### src/rtl/demux_rr_scheduler.sv
`default_nettype none
// ============================================================================
//  Module      : demux_rr_scheduler
//  Description : Single-word buffer that sequences a 1-to-4 demux. Accepted
//                words are steered to the four channels in round-robin order
//                using sel and a one-hot out_valid. Per-channel ready applies
//                flow control, and a wrapping counter tracks deliveries.
//                Optional macro SKIP_BUSY_EN: on accept, skip over channels
//                that are not ready and choose the first ready channel,
//                starting the search at the round-robin pointer.
//  Revision    : 1.0 - initial release
// ============================================================================
module demux_rr_scheduler #(
    parameter int DW = 8,
    parameter int CW = 16
) (
    input  logic          clk,
    input  logic          rst,
    input  logic          en,
    input  logic          in_valid,
    input  logic [DW-1:0] in_data,
    output logic          in_ready,
    input  logic [3:0]    ch_ready,
    output logic [3:0]    out_valid,
    output logic [DW-1:0] out_data,
    output logic [1:0]    sel,
    output logic [CW-1:0] deliv_cnt
);

    localparam logic [0:0] S_IDLE = 1'b0;
    localparam logic [0:0] S_FULL = 1'b1;

    logic [0:0]    r_state;
    logic [1:0]    r_ptr;
    logic [1:0]    r_sel;
    logic [DW-1:0] r_data;
    logic [CW-1:0] r_cnt;

    logic          w_out_fire;
    logic          w_in_ready;
    logic          w_accept;
    logic [1:0]    w_target;

    // Handshake terms. A delivery frees the buffer during the same cycle, so a
    // new word can be accepted without a bubble.
    assign w_out_fire = (r_state == S_FULL) & ch_ready[r_sel];
    assign w_in_ready = en & ((r_state == S_IDLE) | w_out_fire);
    assign w_accept   = in_valid & w_in_ready;

`ifdef SKIP_BUSY_EN
    // Target = first ready channel found by searching ptr, ptr+1, ptr+2, ptr+3.
    // The search runs from the far end back toward ptr, so the closest ready
    // channel is the one that remains. If no channel is ready, target = ptr.
    always_comb begin
        w_target = r_ptr;
        for (int k = 3; k >= 0; k--) begin
            if (ch_ready[r_ptr + 2'(k)]) begin
                w_target = r_ptr + 2'(k);
            end
        end
    end
`else
    // Strict round-robin: the next word always goes to the pointer channel.
    always_comb begin
        w_target = r_ptr;
    end
`endif

    // Buffer state, steering registers and delivery counter.
    always_ff @(posedge clk) begin
        if (rst) begin
            r_state <= S_IDLE;
            r_ptr   <= 2'd0;
            r_sel   <= 2'd0;
            r_data  <= '0;
            r_cnt   <= '0;
        end else begin
            if (w_accept) begin
                r_data  <= in_data;
                r_sel   <= w_target;
                r_ptr   <= w_target + 2'd1;
                r_state <= S_FULL;
            end else if (w_out_fire) begin
                r_state <= S_IDLE;
            end
            if (w_out_fire) begin
                r_cnt <= r_cnt + 1'b1;
            end
        end
    end

    assign in_ready  = w_in_ready;
    assign out_valid = (r_state == S_FULL) ? (4'b0001 << r_sel) : 4'b0000;
    assign out_data  = r_data;
    assign sel       = r_sel;
    assign deliv_cnt = r_cnt;

endmodule
`default_nettype wire

### config.mk
export PLATFORM = sky130hd
export DESIGN_NAME = demux_rr_scheduler
export DESIGN_NICKNAME = d
export VERILOG_FILES = /design/src/rtl/demux_rr_scheduler.sv
export SDC_FILE = /design/constraint.sdc
export NUM_CORES = 1
export LEC_CHECK = 0
export BUFFER_PORTS_ARGS = -buffer_cell sky130_fd_sc_hd__buf_4
export CELL_PAD_IN_SITES_DETAIL_PLACEMENT = 2
export CELL_PAD_IN_SITES_GLOBAL_PLACEMENT = 2
export CORE_MARGIN = 4
export CORE_UTILIZATION = 27
export DETAILED_ROUTE_END_ITERATION = 7
export PLACE_DENSITY = 0.82
export SYNTH_ARGS = -nofsm -noshare
export SYNTH_HDL_FRONTEND = slang
export SYNTH_SLANG_ARGS = --single-unit
### constraint.sdc
create_clock -name clk -period 2.1 [get_ports clk]
set_clock_uncertainty 0.05 [all_clocks]
set_input_delay 0.105 -clock clk [delete_from_list [all_inputs] [get_ports clk]]
set_output_delay 0.105 -clock clk [all_outputs]
set_load 0.05 [all_outputs]
==> parameters.txt, run 1 <==
Parameter                              Value

Status
  Result of the run ... complete, no violations

Route
  Average routed wire per standard cell ... 16.2 um
  Via-per-instance ratio ... 5.00
  Number of detailed-route iterations in the first pass ... 4
  Overall via count from detail_route ... 1,181
  Remaining routing DRC violations ... 0
  Violation count after the first detailed-route iteration ... 31
  Number of routed nets with antenna violations ... 0
  Total routed wirelength ... 3.83 mm

Clocking
  Buffer depth of the longest clock path ... 2
  Clock buffers created by TritonCTS ... 5
  Post-cts gate resize count ... 0
  TritonCTS clock tree ... yes
  Clock slew seen by the registers of the worst setup and hold paths ... 0.06 ns
  Cell at the root of the clock tree ... clkbuf_8
  Clock network latency to the later pin of the worst-skew pair ... 0.28 ns
  Number of post-CTS setup repair buffers ... 0
  Number of hold buffers added after cts ... 0
  Clock sink total ... 29
  Deepest level of the CTS H-tree ... 2

Die
  Overall die height ... between 70 and 80 um
  Horizontal die dimension ... 76.0 um
  Core outline area ... 4410 sq um
  Placement row count ... 24
  Overall die area ... 5780 sq um
  Initial Util ... 28.3%
  Top-level I/O count ... 47

Timing
  Maximum clock frequency ... 496 MHz
  Transition time at the pin with the least slew margin ... 0.329 ns
  Final Max Slew Viols ... 0
  Final critical-path share of the clock period ... just under 100%
  Post-route minimum period ... 2.02 ns
  Number of endpoints with negative hold slack in the final report ... 0
  Total negative slack ... 0 ns
  Slew Limit Headroom ... 78.1%
  Setup repair after global routing missed its margin ... no
  Total of endpoints with negative setup slack in the final report ... 0
  Hold_ws ... 0.0107 ns

Flow run
  Maxcap violations ... 0

Global route
  Largest net degree at the start of global routing ... 30
  Global route total overflow ... 0
  Initial antenna violation count ... 0
  Via count of the first global-routing pass ... 1,329
  First-pass GRT wire length ... 6.41 mm
  Tot GR Track Use ... 13.7%

Logic synthesis
  Most frequent cell after synthesis ... dfxtp_1
  Number of cells produced by synthesis ... 134
  Synth async-reset ratio ... 0%
  Area share of the largest cell type after synthesis ... 46.5%
  Average cell area after synthesis ... 9.32 sq um
  Prevailing post-synth register cell ... dfxtp_1
  Net count of the mapped netlist ... 151
  Library cells used by synthesis ... 28
  Netlist Area Pre-Place ... 1250 sq um
  Top cell types by occurrence after synthesis ... dfxtp_1, nor2_1, xor2_1, mux2i_1, nand2_1
  Cell types with the largest area share after synthesis ... dfxtp_1, xor2_1, mux2i_1, nor2_1, a21oi_1
  Cell type contributing the most total cell area after synthesis ... dfxtp_1
  Yosys Warn Count ... 0
  EDFF count, synth ... 0
  Seq/Total Area, Yosys ... 46.5%
  Count of state elements after synthesis ... 29

Pwr
  Int Pwr ... 880 uW
  Peak supply drop ... 326 uV
  Sequential share of power ... between 40% and 50%
  Switching power as a share of total power ... 25.4%
  Clk pwr share ... between 30% and 40%
  Power per cell area ... 678 nW/um^2
  Relative contribution of combinational cells to total power ... 12.5%
  NetSw ... 300 uW
  Leak pwr ... just under 0.0008 uW

Finish
  Layout cell share with drive strength beyond 1 ... about a third
  Multi-input gate area ... between 600 and 700 sq um
  Count of antenna diodes in the layout ... 0
  Register Area ... 582 sq um
  Number of nets in the final layout ... 201
  Fin cells ... 236
  Syn-to-layout area delta ... 39.5%
  Non-Filler Cell Area, Final ... approximately 1700 sq um
  Layout filler cell count ... around 490

Critical path
  Cell with the largest stage delay on the worst path ... mux4_2
  Category of the worst setup path launch point ... flop
  Worst setup path start ... sel[0]$_SDFFE_PP0P_
  Crit path largest cell delay ... 0.53 ns
  Largest driver fanout on the critical path ... 7
  Worst r2r src ... sel[0]$_SDFFE_PP0P_
  Required time of the worst setup path ... 1.95 ns
  Kind of capture point of the worst setup path ... primary output
  Crit path DAT ... 1.86 ns
  Cells along the critical path ... mux4_2 -> or2_2 -> and2_1 -> buf_4
  Type of the setup path with the least slack ... reg2out

Placed design
  Post-DP Area ... roughly 1600 sq um
  Post-DP HPWL ... 2.96 mm
  Count of input and output buffers ... 46
  Cell count after placement ... 228
  Final weighted congestion of routability-driven global placement ... 0.747

Min path
  HP Start ... in_data[4]
  Worst hold-check path type ... in2reg
state kept, by name, indices dropped and copies added, names as in the netlist:
register	count
sel	2
r_state	1
r_ptr	2
out_data	8
deliv_cnt	16
logic make-up after synthesis:
logic type | share of synthesized area, %
simple gates | 23.9
buf+inv | 3.41
compound gates | 7.01
mux | 9.02
fa+ha+maj | 1.00
flops | 46.5
xor+xnor | 9.12
per-stage QoR:
step	total power (uW)	util, %	setup slack (ns)
2_1_floorplan	674	-	0.0222
3_3_place_gp	728	37.3	0.287
3_5_place_dp	735	37.3	0.209
4_1_cts	1200	39.3	0.0233
5_1_grt	1250	39.5	0.00191
6_report	1180	39.5	0.0824
path summary, 6_finish.rpt:
kind / slack (ns) / to / depth (start not counted)
hold / removal: 0.01 / out_data[4]$_SDFFE_PP0P_ / 3
setup reg to reg: 0.11 / out_data[6]$_SDFFE_PP0P_ / 6
setup / recovery: 0.08 / in_ready / 4
hold reg to reg: 0.44 / deliv_cnt[15]$_SDFFE_PP0P_ / 2
cell type report:
type | instances | share of cell area [%]
clock buffers | 7 | 4.96
inverters | 2 | 0.431
multi-input cells | 96 | 35.9
flip-flops and latches | 29 | 33.4
well taps | 52 | 3.74
repair buffers | 50 | 21.6
cell usage in the layout (no fill, tap or decap), types with 2 or more instances in the layout:
| master | Yosys | layout |
|---|---|---|
| dfxtp_1 | 29 | 28 |
| nor2_1 | 23 | 23 |
| a21oi_1 | 7 | 7 |
| clkbuf_8 | 0 | 6 |
| inv_1 | 2 | 2 |
| and4_1 | 3 | 3 |
| xor2_1 | 13 | 13 |
| nand4_1 | 5 | 5 |
| o21ai_0 | 3 | 3 |
| or3_1 | 3 | 3 |
| nand2_1 | 8 | 8 |
| and3_1 | 4 | 4 |
| buf_4 | 0 | 50 |
| mux2i_1 | 9 | 9 |
| nand3_1 | 6 | 6 |
per-layer routing:
metal	share of wire [%]	up-vias	global-route usage [%]	wire length, um
li1	-	560	-	-
met2	51	40	24.1	1960
met3	7.9	4	6.97	303
met5	0	-	0	0
met4	0.60	0	3.91	23
met1	40	577	14.0	1540
worst max-delay path, delay by kind of cell, from the launching register on:
family | cells | cell delay (ns)
DFF | 1 | 0.39
and+or+nand+nor | 2 | 0.48
muxes | 1 | 0.53
buffers and inverters | 1 | 0.19
power by group through the flow:
stage	logic (uW)	registers (uW)	clock network (uW)
6_report	147	576	457
3_3_place_gp	142	587	0
5_1_grt	158	578	515
3_5_place_dp	147	588	0
2_1_floorplan	57.0	617	0
4_1_cts	147	576	479
Note: power is estimated with default switching activity, not from simulation.
==> run 2: changes to the inputs <==
==> config.mk (replaced) <==
export PLATFORM = sky130hd
export DESIGN_NAME = demux_rr_scheduler
export DESIGN_NICKNAME = d
export VERILOG_FILES = /design/src/rtl/demux_rr_scheduler.sv
export SDC_FILE = /design/constraint.sdc
export NUM_CORES = 1
export LEC_CHECK = 0
export BUFFER_PORTS_ARGS = -buffer_cell sky130_fd_sc_hd__buf_4
export CELL_PAD_IN_SITES_DETAIL_PLACEMENT = 0
export CELL_PAD_IN_SITES_GLOBAL_PLACEMENT = 1
export CORE_MARGIN = 4
export CORE_UTILIZATION = 30
export DETAILED_ROUTE_END_ITERATION = 7
export PLACE_DENSITY = 0.74
export SYNTH_ARGS = -nofsm -noshare
export SYNTH_HDL_FRONTEND = slang
export SYNTH_SLANG_ARGS = --single-unit
==> parameters.txt, run 2 (synthesized netlist as in run 1, its figures left out) <==
Parameter                              Value

Status
  Result of the run ... complete, no violations

Pwr
  Int Pwr ... 846 uW
  Leak pwr ... 0.000778 uW
  Clk pwr share ... 37.9%
  NetSw ... 303 uW
  Sequential share of power ... 50.0%
  Relative contribution of combinational cells to total power ... 12.1%
  Power per cell area ... 667 nW/um^2
  Peak supply drop ... approximately 350 uV
  Switching power as a share of total power ... 26.3%

Finish
  Most frequent standard cell in the layout excluding fill and tap cells ... buf_4
  Number of nets in the final layout ... 199
  Count of antenna diodes in the layout ... 0
  Max FFs per register ... 16
  Layout cell share with drive strength beyond 1 ... around a third
  Syn-to-layout area delta ... 38.0%
  Leading cell types in the layout, fill and taps excluded ... buf_4, dfxtp_1, nor2_1, xor2_1, mux2i_1

Global route
  Tot GR Track Use ... 11.8%
  Initial antenna violation count ... 0
  First-pass GRT wire length ... 4.94 mm
  Largest net degree at the start of global routing ... 30
  Via count of the first global-routing pass ... between 1,000 and 1,500
  Global route total overflow ... 0

Critical path
  Required time of the worst setup path ... about 2.0 ns
  Largest driver fanout on the critical path ... 7
  Crit path DAT ... between 1.5 and 2 ns
  Cell with the largest stage delay on the worst path ... mux4_2
  Setup slack of the worst register-to-register path ... 0.25 ns
  Kind of capture point of the worst setup path ... primary output
  Crit path largest cell delay ... 0.56 ns
  Worst r2r src ... sel[0]$_SDFFE_PP0P_
  Worst setup path start ... sel[0]$_SDFFE_PP0P_
  Cells along the critical path ... mux4_2 -> or2_2 -> and2_1 -> buf_4
  Category of the worst setup path launch point ... flop
  Type of the setup path with the least slack ... reg2out

Clocking
  Clock buffers created by TritonCTS ... 5
  TritonCTS clock tree ... yes
  Number of post-CTS setup repair buffers ... 0
  Cell at the root of the clock tree ... clkbuf_8
  Deepest level of the CTS H-tree ... 2
  Clock slew seen by the registers of the worst setup and hold paths ... 0.06 ns
  Buffer depth of the longest clock path ... 2
  Clock network latency to the later pin of the worst-skew pair ... 0.28 ns
  Clock sink total ... 29

Flow run
  Maxcap violations ... 0

Timing
  Hold_ws ... between 0.008 and 0.009 ns
  Transition time at the pin with the least slew margin ... 0.301 ns
  Number of endpoints with negative hold slack in the final report ... 0
  Maximum clock frequency ... just under 500 MHz
  Post-route minimum period ... 2.03 ns
  Total negative slack ... 0 ns
  Final critical-path share of the clock period ... 96.8%
  Final Max Slew Viols ... 0
  Slew Limit Headroom ... 79.9%
  Total of endpoints with negative setup slack in the final report ... 0
  Setup repair after global routing missed its margin ... no

Min path
  HP Start ... in_data[5]
  Worst hold-check path type ... in2reg

Die
  Top-level I/O count ... 47
  Horizontal die dimension ... 72.5 um
  Overall die area ... 5260 sq um
  Placement row count ... 23
  Initial Util ... 31.2%
  Core outline area ... 4000 sq um
  Overall die height ... approximately 73 um

Route
  Average routed wire per standard cell ... 12.8 um
  Via-per-instance ratio ... around 4.8
  Number of routed nets with antenna violations ... 0
  Number of detailed-route iterations in the first pass ... 5
  Total routed wirelength ... a little under 3 mm
  Remaining routing DRC violations ... 0
  Violation count after the first detailed-route iteration ... between 40 and 50
  Overall via count from detail_route ... about 1,100

Placed design
  Count of input and output buffers ... 46
  Post-DP HPWL ... 2.22 mm
  Final weighted congestion of routability-driven global placement ... 0.684
==> run 2: repair_timing <==
| action | CTS | global route |
|---|---|---|
| hold endpoints to repair | 0 | 0 |
| hold buffers | 0 | 0 |
| endpoints found under the setup margin | 0 | 1 |
| resized for setup | 0 | 1 |
==> run 2: path summary, 6_finish.rpt <==
check,endpoint,cells past startpoint
setup / recovery,in_ready,4
hold / removal,out_data[5]$_SDFFE_PP0P_,3
setup reg to reg,out_data[4]$_SDFFE_PP0P_,5
hold reg to reg,deliv_cnt[15]$_SDFFE_PP0P_,2
==> run 2: final cells by class <==
class                   instances  area (sq um)
fillers                       397          2280
flip-flops and latches         29           584
well taps                      50          62.6
multi-input cells              96           626
repair buffers                 48           360
inverters                       2          7.51
clock buffers                   6          72.6
clock inverters                 2          10.0
==> run 2: per-layer routing <==
metal / global-route usage, % / vias to the layer above / part of all wire [%]
li1: - / 559 / -
met1: 13.6 / 525 / 44
met5: 0 / - / 0
met2: 20.2 / 38 / 48
met4: 3.07 / 0 / 0.57
met3: 4.85 / 3 / 7.9
==> run 2: power by group through the flow <==
stage                     Clock (uW)  Sequential (uW)  Combinational (uW)
after floorplan                    0              617                57.0
after global placement             0              586                 138
after detailed placement           0              586                 140
after CTS                        453              575                 140
after global routing             478              575                 149
final                            435              574                 139
==> run 2: through the flow <==
step	instances	setup WS, ns	utilization (%)	instance area, sq um	total power (uW)
6_report	233	0.0673	43.1	1720	1150
5_1_grt	233	0.0108	43.1	1720	1200
4_1_cts	233	0.0348	43.0	1720	1170
3_5_place_dp	225	0.219	40.9	1640	727
3_3_place_gp	225	0.279	40.9	1640	724
2_1_floorplan	134	0.0222	-	1250	674
==> run 2: critical path: cells and delay by family, from the launching register on <==
| kind | cells | cell delay, ns |
|---|---|---|
| buffers and inverters | 1 | 0.19 |
| DFF | 1 | 0.38 |
| muxes | 1 | 0.56 |
| and+or+nand+nor | 2 | 0.48 |
==> run 3: changes to the inputs <==
--- a/config.mk
+++ b/config.mk
@@ -9,9 +9,9 @@
 export CELL_PAD_IN_SITES_DETAIL_PLACEMENT = 0
 export CELL_PAD_IN_SITES_GLOBAL_PLACEMENT = 1
 export CORE_MARGIN = 4
-export CORE_UTILIZATION = 30
+export CORE_UTILIZATION = 35
 export DETAILED_ROUTE_END_ITERATION = 7
-export PLACE_DENSITY = 0.74
+export PLACE_DENSITY_LB_ADDON = 0.1
 export SYNTH_ARGS = -nofsm -noshare
 export SYNTH_HDL_FRONTEND = slang
 export SYNTH_SLANG_ARGS = --single-unit
==> parameters.txt, run 3 (synthesized netlist as in run 1, its figures left out) <==
Parameter                              Value

Global route
  First-pass GRT wire length ... 5.14 mm
  Largest net degree at the start of global routing ... 30
  Tot GR Track Use ... 15.4%
  Via count of the first global-routing pass ... 1,118
  Global route total overflow ... 0
  Initial antenna violation count ... 0

Clocking
  TritonCTS clock tree ... yes
  Clock buffers created by TritonCTS ... 5
  Cell at the root of the clock tree ... clkbuf_4
  Clock sink total ... 29
  Buffer depth of the longest clock path ... 2
  Clock slew seen by the registers of the worst setup and hold paths ... 0.09 ns
  Deepest level of the CTS H-tree ... 2
  Clock network latency to the later pin of the worst-skew pair ... 0.32 ns

Finish
  Syn-to-layout area delta ... 43.6%
  Count of antenna diodes in the layout ... 0
  Layout filler cell count ... 318
  Number of nets in the final layout ... 208
  Leading cell types in the layout, fill and taps excluded ... buf_4, dfxtp_1, nor2_1, xor2_1, mux2i_1
  Post-layout util ... 52.9%
  Most frequent standard cell in the layout excluding fill and tap cells ... buf_4
  Max FFs per register ... 16
  Layout cell share with drive strength beyond 1 ... 32.3%
  Fin cells ... 238

Timing
  Transition time at the pin with the least slew margin ... 0.301 ns
  Total negative slack ... 0 ns
  Setup repair after global routing missed its margin ... no
  Final Max Slew Viols ... 0
  Final critical-path share of the clock period ... 96.3%
  Post-route minimum period ... ~2.0 ns
  Number of endpoints with negative hold slack in the final report ... 0
  Hold_ws ... 0.0894 ns
  Maximum clock frequency ... 494 MHz
  Slew Limit Headroom ... between 70% and 80%
  Total of endpoints with negative setup slack in the final report ... 0

Route
  Number of routed nets with antenna violations ... 0
  Total routed wirelength ... 3.00 mm
  Overall via count from detail_route ... 1,157
  Remaining routing DRC violations ... 0
  Average routed wire per standard cell ... 12.6 um
  Number of detailed-route iterations in the first pass ... 4
  Via-per-instance ratio ... 4.86
  Violation count after the first detailed-route iteration ... 54

Die
  Initial Util ... 36.8%
  Overall die height ... 67.7 um
  Placement row count ... 21
  Overall die area ... 4590 sq um
  Horizontal die dimension ... between 60 and 70 um
  Core outline area ... 3390 sq um
  Top-level I/O count ... between 40 and 50

Placed design
  Cell count after placement ... 221
  Count of input and output buffers ... 46
  Final weighted congestion of routability-driven global placement ... 0.712
  Post-DP HPWL ... 2.07 mm

Critical path
  Worst r2r src ... sel[0]$_SDFFE_PP0P_
  Setup slack of the worst register-to-register path ... approximately 0.19 ns
  Endpoint of the worst register-to-register path ... out_data[3]$_SDFFE_PP0P_
  Kind of capture point of the worst setup path ... primary output
  Type of the setup path with the least slack ... reg2out
  Crit path DAT ... 1.87 ns
  Reg2Reg Depth ... 6
  Category of the worst setup path launch point ... flop
  Required time of the worst setup path ... 1.95 ns
  Largest driver fanout on the critical path ... 7

Flow run
  Maxcap violations ... 0

Pwr
  NetSw ... 286 uW
  Leak pwr ... ~0.0008 uW
  Sequential share of power ... about half
  Peak supply drop ... 425 uV
  Power per cell area ... 618 nW/um^2
  Relative contribution of combinational cells to total power ... 14.0%
  Clk pwr share ... 34.4%
  Int Pwr ... approximately 820 uW
  Switching power as a share of total power ... 25.9%

Status
  Result of the run ... complete, no violations

Min path
  HP Start ... en
  Sink of the worst hold path ... sel[0]$_SDFFE_PP0P_
  Number of cells on the worst hold path ... 3
  Worst hold-check path type ... in2reg
-- run 3: metrics by stage --
step / area (sq um) / setup WS, ns / power, uW
detailed placement: 1630 / 0.265 / 727
CTS: 1790 / 0.0523 / 1120
floorplan: 1250 / 0.0222 / 674
global route: 1790 / 0.00138 / 1160
finish: 1790 / 0.0768 / 1110
global placement: 1630 / 0.306 / 726
-- run 3: how the worst max path moves through the flow --
stage | start | cells past startpoint | to | slack [ns]
6_report | sel[0]$_SDFFE_PP0P_ | 4 | in_ready | 0.08
3_3_place_gp | sel[0]$_SDFFE_PP0P_ | 5 | r_ptr[1]$_SDFFE_PP0P_ | 0.31
5_1_grt | sel[0]$_SDFFE_PP0P_ | 4 | in_ready | 0.001
2_1_floorplan | sel[1]$_SDFFE_PP0P_ | 1 | out_valid[2] | 0.02
3_5_place_dp | sel[0]$_SDFFE_PP0P_ | 5 | out_data[3]$_SDFFE_PP0P_ | 0.26
4_1_cts | sel[0]$_SDFFE_PP0P_ | 4 | in_ready | 0.05
-- run 3: what timing repair did --
action / in CTS / in global routing
setup endpoints to repair: 1 / 1
hold endpoints to repair: 8 / 0
cloned: 0 / 0
hold buffers: 8 / 0
gates resized for setup: 0 / 1
buffers inserted: 1 / 0
-- run 3: area by class of cell --
class | instances | area [sq um] | area share, %
tap | 46 | 57.6 | 3.21
clock buffer | 7 | 65.1 | 3.63
clock inverter | 1 | 5.00 | 0.279
sequential | 29 | 584 | 32.6
multi-input combinational | 96 | 626 | 34.9
timing repair buffer | 57 | 448 | 25.0
inverter | 2 | 7.51 | 0.419
-- run 3: power by group through the flow --
stage | Clock [uW] | Combinational (uW) | Sequential (uW)
after floorplan | 0 | 57.0 | 617
after global placement | 0 | 140 | 586
after detailed placement | 0 | 141 | 586
after CTS | 394 | 155 | 573
after global routing | 418 | 167 | 575
final | 381 | 155 | 573
-- run 3: critical path: stages (launching register included) --
cell     delay [ns]
dfxtp_4        0.39
mux4_2         0.51
or2_2          0.30
and2_1         0.16
buf_4          0.18
-- run 3: layer usage --
metal | vias up | GRT usage [%] | routed length [um]
met5 | - | 0 | 0
met2 | 28 | 23.7 | 1430
li1 | 579 | - | -
met4 | 0 | 8.35 | 65
met1 | 544 | 19.2 | 1320
met3 | 6 | 4.49 | 178
